## src/rtl/vga_note_scheduler.sv

```systemverilog
// Drives the VGA pixel port for one note label (erase box, then sharp/letter/octave
// glyphs at 12-pixel pitch) and for the full-screen clear, one pixel per clock.
module vga_note_scheduler #(
  parameter logic [2:0] FG_COLOUR = 3'b100,
  parameter logic [2:0] BG_COLOUR = 3'b000,
  parameter int         SCREEN_W  = 160,
  parameter int         SCREEN_H  = 120
) (
  input  logic        clk,
  input  logic        reset,
  input  logic        start,
  input  logic        clear_req,
  input  logic [3:0]  note,
  input  logic [1:0]  octave,
  input  logic [7:0]  x,
  input  logic [6:0]  y,
  output logic [3:0]  glyph_sel,
  output logic [3:0]  glyph_row,
  input  logic [11:0] glyph_bits,
  output logic [7:0]  x_out,
  output logic [6:0]  y_out,
  output logic [2:0]  colour,
  output logic        writeEn,
  output logic        busy,
  output logic        done
);

  typedef enum logic [2:0] {IDLE, CLEAR, ERASE, SHARP, LETTER, OCT, FIN} state_t;

  state_t      state, next_state;
  logic [7:0]  col, col_max, base_x;
  logic [6:0]  row, row_max, base_y;
  logic [3:0]  note_q, letter_idx, next_sel, bit_idx;
  logic [1:0]  oct_q;
  logic [7:0]  x_q;
  logic [6:0]  y_q;
  logic [4:0]  slot_off;
  logic [8:0]  px;
  logic [7:0]  py;
  logic        note_valid, note_sharp, glyph_state, in_range, last, glyph_bit;

  always_comb begin
    letter_idx = 4'd0;
    note_sharp = 1'b0;
    note_valid = 1'b1;
    case (note_q)
      4'd1:  letter_idx = 4'd0;
      4'd2:  begin letter_idx = 4'd0; note_sharp = 1'b1; end
      4'd3:  letter_idx = 4'd1;
      4'd4:  letter_idx = 4'd2;
      4'd5:  begin letter_idx = 4'd2; note_sharp = 1'b1; end
      4'd6:  letter_idx = 4'd3;
      4'd7:  begin letter_idx = 4'd3; note_sharp = 1'b1; end
      4'd8:  letter_idx = 4'd4;
      4'd9:  letter_idx = 4'd5;
      4'd10: begin letter_idx = 4'd5; note_sharp = 1'b1; end
      4'd11: letter_idx = 4'd6;
      4'd12: begin letter_idx = 4'd6; note_sharp = 1'b1; end
      default: note_valid = 1'b0;
    endcase
  end

  // Scan geometry per state; the ROM address is a direct decode of the counters.
  always_comb begin
    col_max  = 8'd11;
    row_max  = 7'd11;
    slot_off = 5'd0;
    base_x   = x_q;
    base_y   = y_q;
    case (state)
      CLEAR: begin
        col_max = 8'(SCREEN_W - 1);
        row_max = 7'(SCREEN_H - 1);
        base_x  = 8'd0;
        base_y  = 7'd0;
      end
      ERASE:   col_max  = 8'd35;
      LETTER:  slot_off = 5'd12;
      OCT:     slot_off = 5'd24;
      default: ;
    endcase
    glyph_state = (state == SHARP) || (state == LETTER) || (state == OCT);
    glyph_row   = glyph_state ? row[3:0] : 4'd0;
    px          = {1'b0, base_x} + {1'b0, col} + {4'd0, slot_off};
    py          = {1'b0, base_y} + {1'b0, row};
    in_range    = (px <= 9'(SCREEN_W - 1)) && (py <= 8'(SCREEN_H - 1));
    bit_idx     = 4'd11 - col[3:0];
    glyph_bit   = glyph_bits[bit_idx];
    last        = (col == col_max) && (row == row_max);
  end

  always_comb begin
    next_state = FIN;
    next_sel   = 4'd0;
    case (state)
      ERASE: begin
        if (!note_valid)     next_state = FIN;
        else if (note_sharp) begin next_state = SHARP;  next_sel = 4'd7;       end
        else                 begin next_state = LETTER; next_sel = letter_idx; end
      end
      SHARP:   begin next_state = LETTER; next_sel = letter_idx; end
      LETTER:  begin next_state = OCT;    next_sel = 4'd8 + {2'b00, oct_q}; end
      default: ;
    endcase
  end

  assign busy = (state != IDLE);

  // NOTE: every register here, including the latched label inputs, is cleared by the
  // asynchronous reset so an aborted operation leaves no stale state behind.
  always_ff @(posedge clk or posedge reset) begin
    if (reset) begin
      state     <= IDLE;
      col       <= 8'd0;
      row       <= 7'd0;
      note_q    <= 4'd0;
      oct_q     <= 2'd0;
      x_q       <= 8'd0;
      y_q       <= 7'd0;
      glyph_sel <= 4'd0;
      x_out     <= 8'd0;
      y_out     <= 7'd0;
      colour    <= BG_COLOUR;
      writeEn   <= 1'b0;
      done      <= 1'b0;
    end else begin
      writeEn <= 1'b0;
      done    <= 1'b0;
      case (state)
        IDLE: begin
          col <= 8'd0;
          row <= 7'd0;
          if (clear_req) begin
            state <= CLEAR;
          end else if (start) begin
            note_q <= note;
            oct_q  <= octave;
            x_q    <= x;
            y_q    <= y;
            state  <= ERASE;
          end
        end
        FIN: begin
          done  <= 1'b1;
          state <= IDLE;
        end
        default: begin
          // Clipped pixels still consume their cycle so timing is position independent.
          x_out   <= px[7:0];
          y_out   <= py[6:0];
          colour  <= glyph_state ? FG_COLOUR : BG_COLOUR;
          writeEn <= in_range && (!glyph_state || glyph_bit);
          if (last) begin
            col       <= 8'd0;
            row       <= 7'd0;
            state     <= next_state;
            glyph_sel <= next_sel;
          end else if (col == col_max) begin
            col <= 8'd0;
            row <= row + 7'd1;
          end else begin
            col <= col + 8'd1;
          end
        end
      endcase
    end
  end

endmodule

```

## config.mk

```make
export PLATFORM = sky130hd
export DESIGN_NAME = vga_note_scheduler
export DESIGN_NICKNAME = d
export VERILOG_FILES = /design/src/rtl/vga_note_scheduler.sv
export SDC_FILE = /design/constraint.sdc
export NUM_CORES = 1
export LEC_CHECK = 0
export BUFFER_PORTS_ARGS = -buffer_cell sky130_fd_sc_hd__buf_2
export CAP_MARGIN = 20
export CORE_ASPECT_RATIO = 1.5
export CORE_MARGIN = 1.5
export CORE_UTILIZATION = 44
export CTS_BUF_LIST = sky130_fd_sc_hd__clkbuf_4 sky130_fd_sc_hd__clkbuf_8
export DETAILED_ROUTE_END_ITERATION = 6
export GPL_TIMING_DRIVEN = 0
export PLACE_DENSITY_LB_ADDON = 0.08
export SLEW_MARGIN = 20
export SYNTH_ARGS = -nofsm -noshare
export SYNTH_HDL_FRONTEND = slang
export SYNTH_SLANG_ARGS = --single-unit
```

## constraint.sdc

```tcl
create_clock -name clk -period 4.5 [get_ports clk]
set_input_delay 0.45 -clock clk [delete_from_list [all_inputs] [get_ports clk]]
set_output_delay 0.45 -clock clk [all_outputs]
set_load 0.01 [all_outputs]
```

==> flow_summary.ini, run 1 <==
[power]
switchingPower_w = 0.000281
p_int_w = 0.000908
peakVddDrop_v = 0.000226
clkPwrFrac_pct = 43.6
pwr-share-seq_pct = 48.0
swShare_pct = 23.6
power.density_mw_per_mm2 = 262
p_leak_nw = 2.27
share_comb_of_total_power_pct = 8.4
p_total_w = 0.00119

[critical_path]
critPathKind = register to register
regToRegStartpoint = state[2]
endpoint = writeEn
crit_cells = 13
crit_path_end_kind = register
crit_required_ns = 4.79
crit_path_top_delay_cell = fa_1
ff2ff_path_depth = 13
critical_path_buf_inv_count = 4
crit_family = compound AO/OA/AOI/OAI gates
rrSetupSlack_ns = 0.68
worstPathArrival_ns = 4.11
cp-startpoint = state[2]
cp_common_cell = inv_1
crit_path_start_kind = register
worst-path-max-fanout = 10
crit_chain = clkbuf_1 > inv_1 > nor3_1 > inv_1 > fa_1 > inv_1 > ha_1 > a211oi_1 > o21ai_0 > mux2_2 > nor4_1 > o31a_1 > o2111a_1
crit_path_max_incr_delay_ns = 0.56
r2r_end = writeEn

[synthesis]
synthFlopType = dfrtp_1
yosysSeqAreaShare_pct = 39.6
synth_cells = 404
mappedNetlistArea_mm2 = 0.00385
ys_types = 58
syn_area_per_cell_um2 = 9.53
ys_warn_count = 0
async_reset_ff_share_pct = 100
synth_edf_count = 0
ys_seq_elements = 61

[final_layout]
syn2layout_area_growth_pct = 17.8
final_common_cell = buf_2
nNetsFinal = 544
final_cell_mix = 65 x buf_2, 61 x dfrtp_1, 46 x nand2_1, 27 x nor2_1, 24 x o21ai_0
fin_cells = 592
drive_gt1_share_pct = 24.3
multi_input_area_mm2 = 0.00216
fill_cells = 804
regArea_mm2 = 0.00153
fin_area_mm2 = 0.00454
diodes = 0

[detailed_routing]
vias = 3198
vias_per_cell = 5.40
ant_nets = 0
routedWlPerCell_um = 15.6
remaining_drc_errors = 0
firstDrtPassIters = 6
drtIter0Drc = 99
route.met2.wl_um = 4830
top_layer = met4
postRouteWirelength_um = 9250
routed-wl-met3_um = 327
drt-met1-wl_um = 3880

[placed_design]
pre_cts_slack_ns = 0.676
postPlaceCellArea_mm2 = 0.00433
dp_cells = 576
io_buffers = 63
hpwlAfterDp_um = 7060
globalplace.congestion = 0.881

[clock_tree]
cts.clk_slew.worst_paths_ns = 0.07
htree_num_levels = 3
worst_skew_pair.late_latency_ns = 0.35
ctsResizeCount = 0
ctsHoldBuffers = 0
clkSinkCount = 61
clockBufferDepth = 2
cts_setup_buffers = 0
cts_buffers = 9
cts_root_buf = clkbuf_8
cts_tree = built

[die]
start_util_pct = 45.5
die_w_um = 79.4
rows = 41
die_h_um = 118
dieArea_mm2 = 0.00933
core-area_mm2 = 0.00846
boundaryPins = 66

[global_routing]
grt_use_total_pct = 21.3
grt_pass1_vias = 3126
antenna_found_initial = 0
grt-ovfl-total = 0
grt_pass1_wl_um = 15200
grt_max_degree = 38

[timing]
final_hold_viol_count = 0
tightest_slew_ns = 0.745
max_freq_mhz = 262
fin_crit_ns = 3.82
setup_slack_ns = 0.680
fin_crit_sh_pct = 84.9
setup_tns_ns = 0
slew_violations = 0
finalSetupViolations = 0
slew_headroom_pct = 50.4
clock_skew_ns = 0.00653
rsz0062_at_grt = false

[min_path]
hold_class = input pin to asynchronous set/reset pin

[run]
cap_violations = 0

[run_status]
status = completed
==> cell usage after synthesis, drive strengths merged, types with 7 or more instances <==
| library cell | number | area share (%) |
|---|---|---|
| dfrtp | 61 | 40 |
| nand2 | 47 | 4.6 |
| nor2 | 28 | 3.2 |
| o21ai | 24 | 3.1 |
| mux2 | 23 | 6.7 |
| a21oi | 22 | 2.9 |
| ha | 22 | 7.1 |
| inv | 21 | 2.0 |
| and2 | 17 | 2.8 |
| clkbuf | 14 | 1.4 |
| nand3 | 14 | 1.8 |
| xnor2 | 9 | 2.0 |
| a21o | 7 | 1.4 |
| xor2 | 7 | 1.6 |
==> logic make-up (layout without fill, tap and decap cells) <==
kind of cell / Yosys count / in the layout / share of synthesized area, %
xor gates and xnor gates: 16 / 16 / 3.64
AOI/OAI and AO/OA: 86 / 86 / 14.5
adders and majority gates: 27 / 27 / 9.75
buffers and inverters: 41 / 121 / 4.45
muxes: 28 / 28 / 9.00
DFF: 61 / 61 / 39.6
other: 1 / 2 / 0.0974
and+or+nand+nor: 144 / 144 / 18.9
==> registers in the layout, indices dropped and copies added, names as in the netlist, 3 cells and up <==
| name | cells |
|---|---|
| glyph_sel | 4 |
| row | 7 |
| y_out | 7 |
| x_q | 8 |
| state | 3 |
| y_q | 7 |
| x_out | 8 |
| col | 8 |
| note_q | 4 |
==> how the worst min path moves through the flow <==
stage | from | endpoint | slack (ns) | cells past startpoint
after floorplan | x_q[0] | x_q[0] | 0.47 | 1
after global placement | x_out[1] | x_out[1] | 0.45 | 2
after detailed placement | reset | x_out[7] | 0.45 | 2
after CTS | reset | x_out[5] | 0.06 | 2
after global routing | reset | x_out[3] | 0.09 | 2
final | reset | x_out[3] | 0.06 | 2
==> layer usage <==
metal  vias up  GRT usage (%)
met5         -              0
met4         0           9.21
met3        16           3.88
met2        63           36.6
met1      1555           25.5
li1       1564              -
==> final cells by class <==
class                           instances  share of cell area, %
Clock buffer                           12                   3.64
Buffer                                 19                   1.96
Multi-Input combinational cell        303                   47.5
Tap cell                              107                   2.95
Timing Repair Buffer                   64                   7.39
Clock inverter                          4                  0.993
Sequential cell                        61                   33.7
Inverter                               22                   1.88
==> power by group through the flow <==
| stage | logic, W | registers (W) | clock network [W] |
|---|---|---|---|
| floorplan | 0.0000573 | 0.000583 | 0 |
| global placement | 0.0000960 | 0.000580 | 0 |
| detailed placement | 0.000101 | 0.000581 | 0 |
| CTS | 0.000102 | 0.000571 | 0.000529 |
| global route | 0.000113 | 0.000572 | 0.000552 |
| finish | 0.0000995 | 0.000570 | 0.000519 |
==> per-stage QoR <==
stage	util, %	hold slack, ns
floorplan	-	0.471
global placement	50.8	0.448
detailed placement	51.1	0.446
CTS	53.6	0.0613
global route	53.6	0.0939
finish	53.6	0.0585
Note: power is estimated with default switching activity, not from simulation.
==> inputs of run 2 (changes only) <==
Settings changed: ABC_AREA from default to 1.
Clock period 4.5 ns to 3.7 ns, I/O delays scaled along.
==> run 2 against run 1 <==
Effect of this change: clock skew is 0.0054 ns higher; sequential share of layout area fell by 1.4 points; die area increased by 4.9%; worst setup slack got worse by 0.14 ns; maximum frequency increased by 21%; count of clock-buffer cells in the layout fell by 2; critical endpoint unchanged; cell count grew 20%; critical path depth grew 3; cell area increased by 4.2%; synthesized area grew 5.0%; synthesized cell count is 28% higher.
==> flow_summary.ini, run 2 <==
[synthesis]
netlist.area_leader.share_pct = 37.7
ys_top_cells_by_count = 149 x nand2_1, 70 x inv_1, 61 x dfrtp_1
yosys-top-cells-area = dfrtp_1 38%, nand2_1 14%, ha_1 6.8%
ys_warn_count = 0
synth_cells = 516
syn_area_per_cell_um2 = 7.84
async_reset_ff_share_pct = 100
synth_edf_count = 0
synthFlopType = dfrtp_1
mappedNetlistArea_mm2 = 0.00404
ys_types = 39
yosysSeqAreaShare_pct = 37.7
netlist.top_cell.by_area = dfrtp_1
ys_seq_elements = 61
post-synth-top-count-cell = nand2_1

[final_layout]
final_common_cell = nand2_1
diodes = 0
fill_cells = 909
final_cell_mix = 149 x nand2_1, 69 x inv_1, 66 x buf_2, 61 x dfrtp_1, 43 x nand3_1
syn2layout_area_growth_pct = 16.9
drive_gt1_share_pct = 21.1
nNetsFinal = 657
top_regs = col: 8 flops, x_out: 8 flops, x_q: 8 flops

[timing]
finalSetupViolations = 0
rsz0062_at_grt = false
final_hold_viol_count = 0
fin_crit_ns = 3.16
max_freq_mhz = 316
tightest_slew_ns = 0.773
slew_violations = 0
setup_tns_ns = 0
fin_crit_sh_pct = 85.5
clock_skew_ns = 0.0119
slew_headroom_pct = 48.3

[die]
start_util_pct = 45.5
boundaryPins = 66
dieArea_mm2 = 0.00979
die_h_um = 120
die_w_um = 81.3
rows = 42
core-area_mm2 = 0.00888

[placed_design]
globalplace.congestion = 0.871
io_buffers = 63
hpwlAfterDp_um = 7530

[clock_tree]
cts_root_buf = clkbuf_8
cts_buffers = 9
cts.clk_slew.worst_paths_ns = 0.08
clkSinkCount = 61
worst_skew_pair.late_latency_ns = 0.35
htree_num_levels = 3
clockBufferDepth = 2
cts_tree = built

[min_path]
hold_class = input pin to register

[global_routing]
grt_use_total_pct = 21.3
grt_pass1_vias = 3454
antenna_found_initial = 0
grt_pass1_wl_um = 15900
grt_max_degree = 37
grt-ovfl-total = 0

[power]
power.density_mw_per_mm2 = 719
pwr-share-seq_pct = 32.0
peakVddDrop_v = 0.000313
p_total_w = 0.00340
p_int_w = 0.00192
p_leak_nw = 2.65
clkPwrFrac_pct = 17.4
share_comb_of_total_power_pct = 50.6
swShare_pct = 43.6
switchingPower_w = 0.00148

[critical_path]
crit_path_end_kind = register
crit_path_start_kind = register
crit_path_top_delay_cell = fa_1
crit_required_ns = 3.93
worstPathArrival_ns = 3.40
critical_path_buf_inv_count = 3
critPathKind = register to register
crit_family = simple AND/OR/NAND/NOR gates
worst-path-max-fanout = 10
cp_common_cell = nand2_1
crit_path_max_incr_delay_ns = 0.53
crit_chain = buf_2 > inv_2 > nand3_4 > clkbuf_1 > nand2_1 > fa_1 > fa_1 > nand3b_1 > nand2_1 > nand3_1 > nand2_1 > nand2_1 > nand2_1 > nand2_1 > nand3_1 > nor2_1

[detailed_routing]
vias = 3474
remaining_drc_errors = 0
ant_nets = 0
vias_per_cell = 4.91
firstDrtPassIters = 4
drtIter0Drc = 107
routedWlPerCell_um = 13.5
postRouteWirelength_um = 9540

[run]
cap_violations = 0

[run_status]
status = completed
## run 2: cell count changes in the layout (fill, tap and decap cells not counted), moves of 12 or more
| cell | before | now |
|---|---|---|
| nand3_1 | 14 | 43 |
| nor2_1 | 27 | 41 |
| and2_1 | 17 | 0 |
| mux2_2 | 23 | 5 |
| nand2_1 | 46 | 149 |
| inv_1 | 19 | 69 |
| mux2_4 | 0 | 12 |
## run 2: per-layer routing
layer,vias up,GRT usage [%],wire length [um]
li1,1793,-,-
met1,1606,24.7,4080
met2,60,37.9,4970
met3,15,3.62,269
met4,0,8.41,222
met5,-,0,0
## run 2: worst reg2reg max path: cells and delay by family (launching register included)
family / cells / cell delay, ns
adders and majority gates: 2 / 1.00
buffers and inverters: 3 / 0.71
DFF: 1 / 0.32
and+or+nand+nor: 11 / 1.01
## run 2: cell type report
cell class / count / area (um2) / area share, %
Inverter: 76 / 289 / 6.11
Sequential cell: 61 / 1530 / 32.3
Clock buffer: 10 / 131 / 2.78
Timing Repair Buffer: 65 / 345 / 7.30
Multi-Input combinational cell: 367 / 2160 / 45.6
Buffer: 13 / 78.8 / 1.67
Tap cell: 110 / 138 / 2.91
Clock inverter: 6 / 63.8 / 1.35
## run 2: path summary, 6_finish.rpt
kind,startpoint,endpoint,slack (ns),depth (start not counted)
worst max-delay path,state[1],writeEn,0.54,16
worst min-delay path,y[0],y_q[0],0.25,2
worst max register to register,state[1],writeEn,0.54,16
worst min register to register,y_out[0],y_out[0],0.47,2
max in group asynchronous,reset,x_q[5],2.64,4
min in group asynchronous,reset,y_q[2],0.55,3
## run 2: through the flow
step	setup slack [ns]	std cells	utilization (%)	cell area [um2]	hold WS, ns
detailed placement	0.564	691	50.9	4520	0.374
floorplan	0.985	517	-	4050	0.480
finish	0.537	708	53.2	4730	0.247
CTS	0.537	708	53.2	4730	0.235
global placement	0.527	690	50.7	4500	0.453
global route	0.267	708	53.2	4730	0.239
## run 2: power by group through the flow
stage,registers [W],logic (W),clock network [W]
floorplan,0.00109,0.00125,0
global placement,0.00109,0.00170,0
detailed placement,0.00110,0.00172,0
CTS,0.00109,0.00174,0.000605
global route,0.00112,0.00196,0.000634
finish,0.00109,0.00172,0.000592
## run 2: timing repair
| item | 4_1_cts | 5_1_grt |
|---|---|---|
| gates resized for setup | 0 | 0 |
| endpoints found under the hold margin | 2 | 0 |
| setup buffers | 0 | 0 |
| endpoints found under the setup margin | 0 | 0 |
| hold buffers | 1 | 0 |
## run 2: kinds of logic after synthesis
group / count (synthesis) / synth area share [%]
other: 1 / 0.0927
flip-flops: 61 / 37.7
XOR/XNOR: 12 / 2.60
AO/OA/AOI/OAI: 49 / 6.84
AND/OR/NAND/NOR: 260 / 28.6
multiplexers: 17 / 5.85
buffers and inverters: 89 / 9.03
adder cells (fa/ha/maj): 27 / 9.28
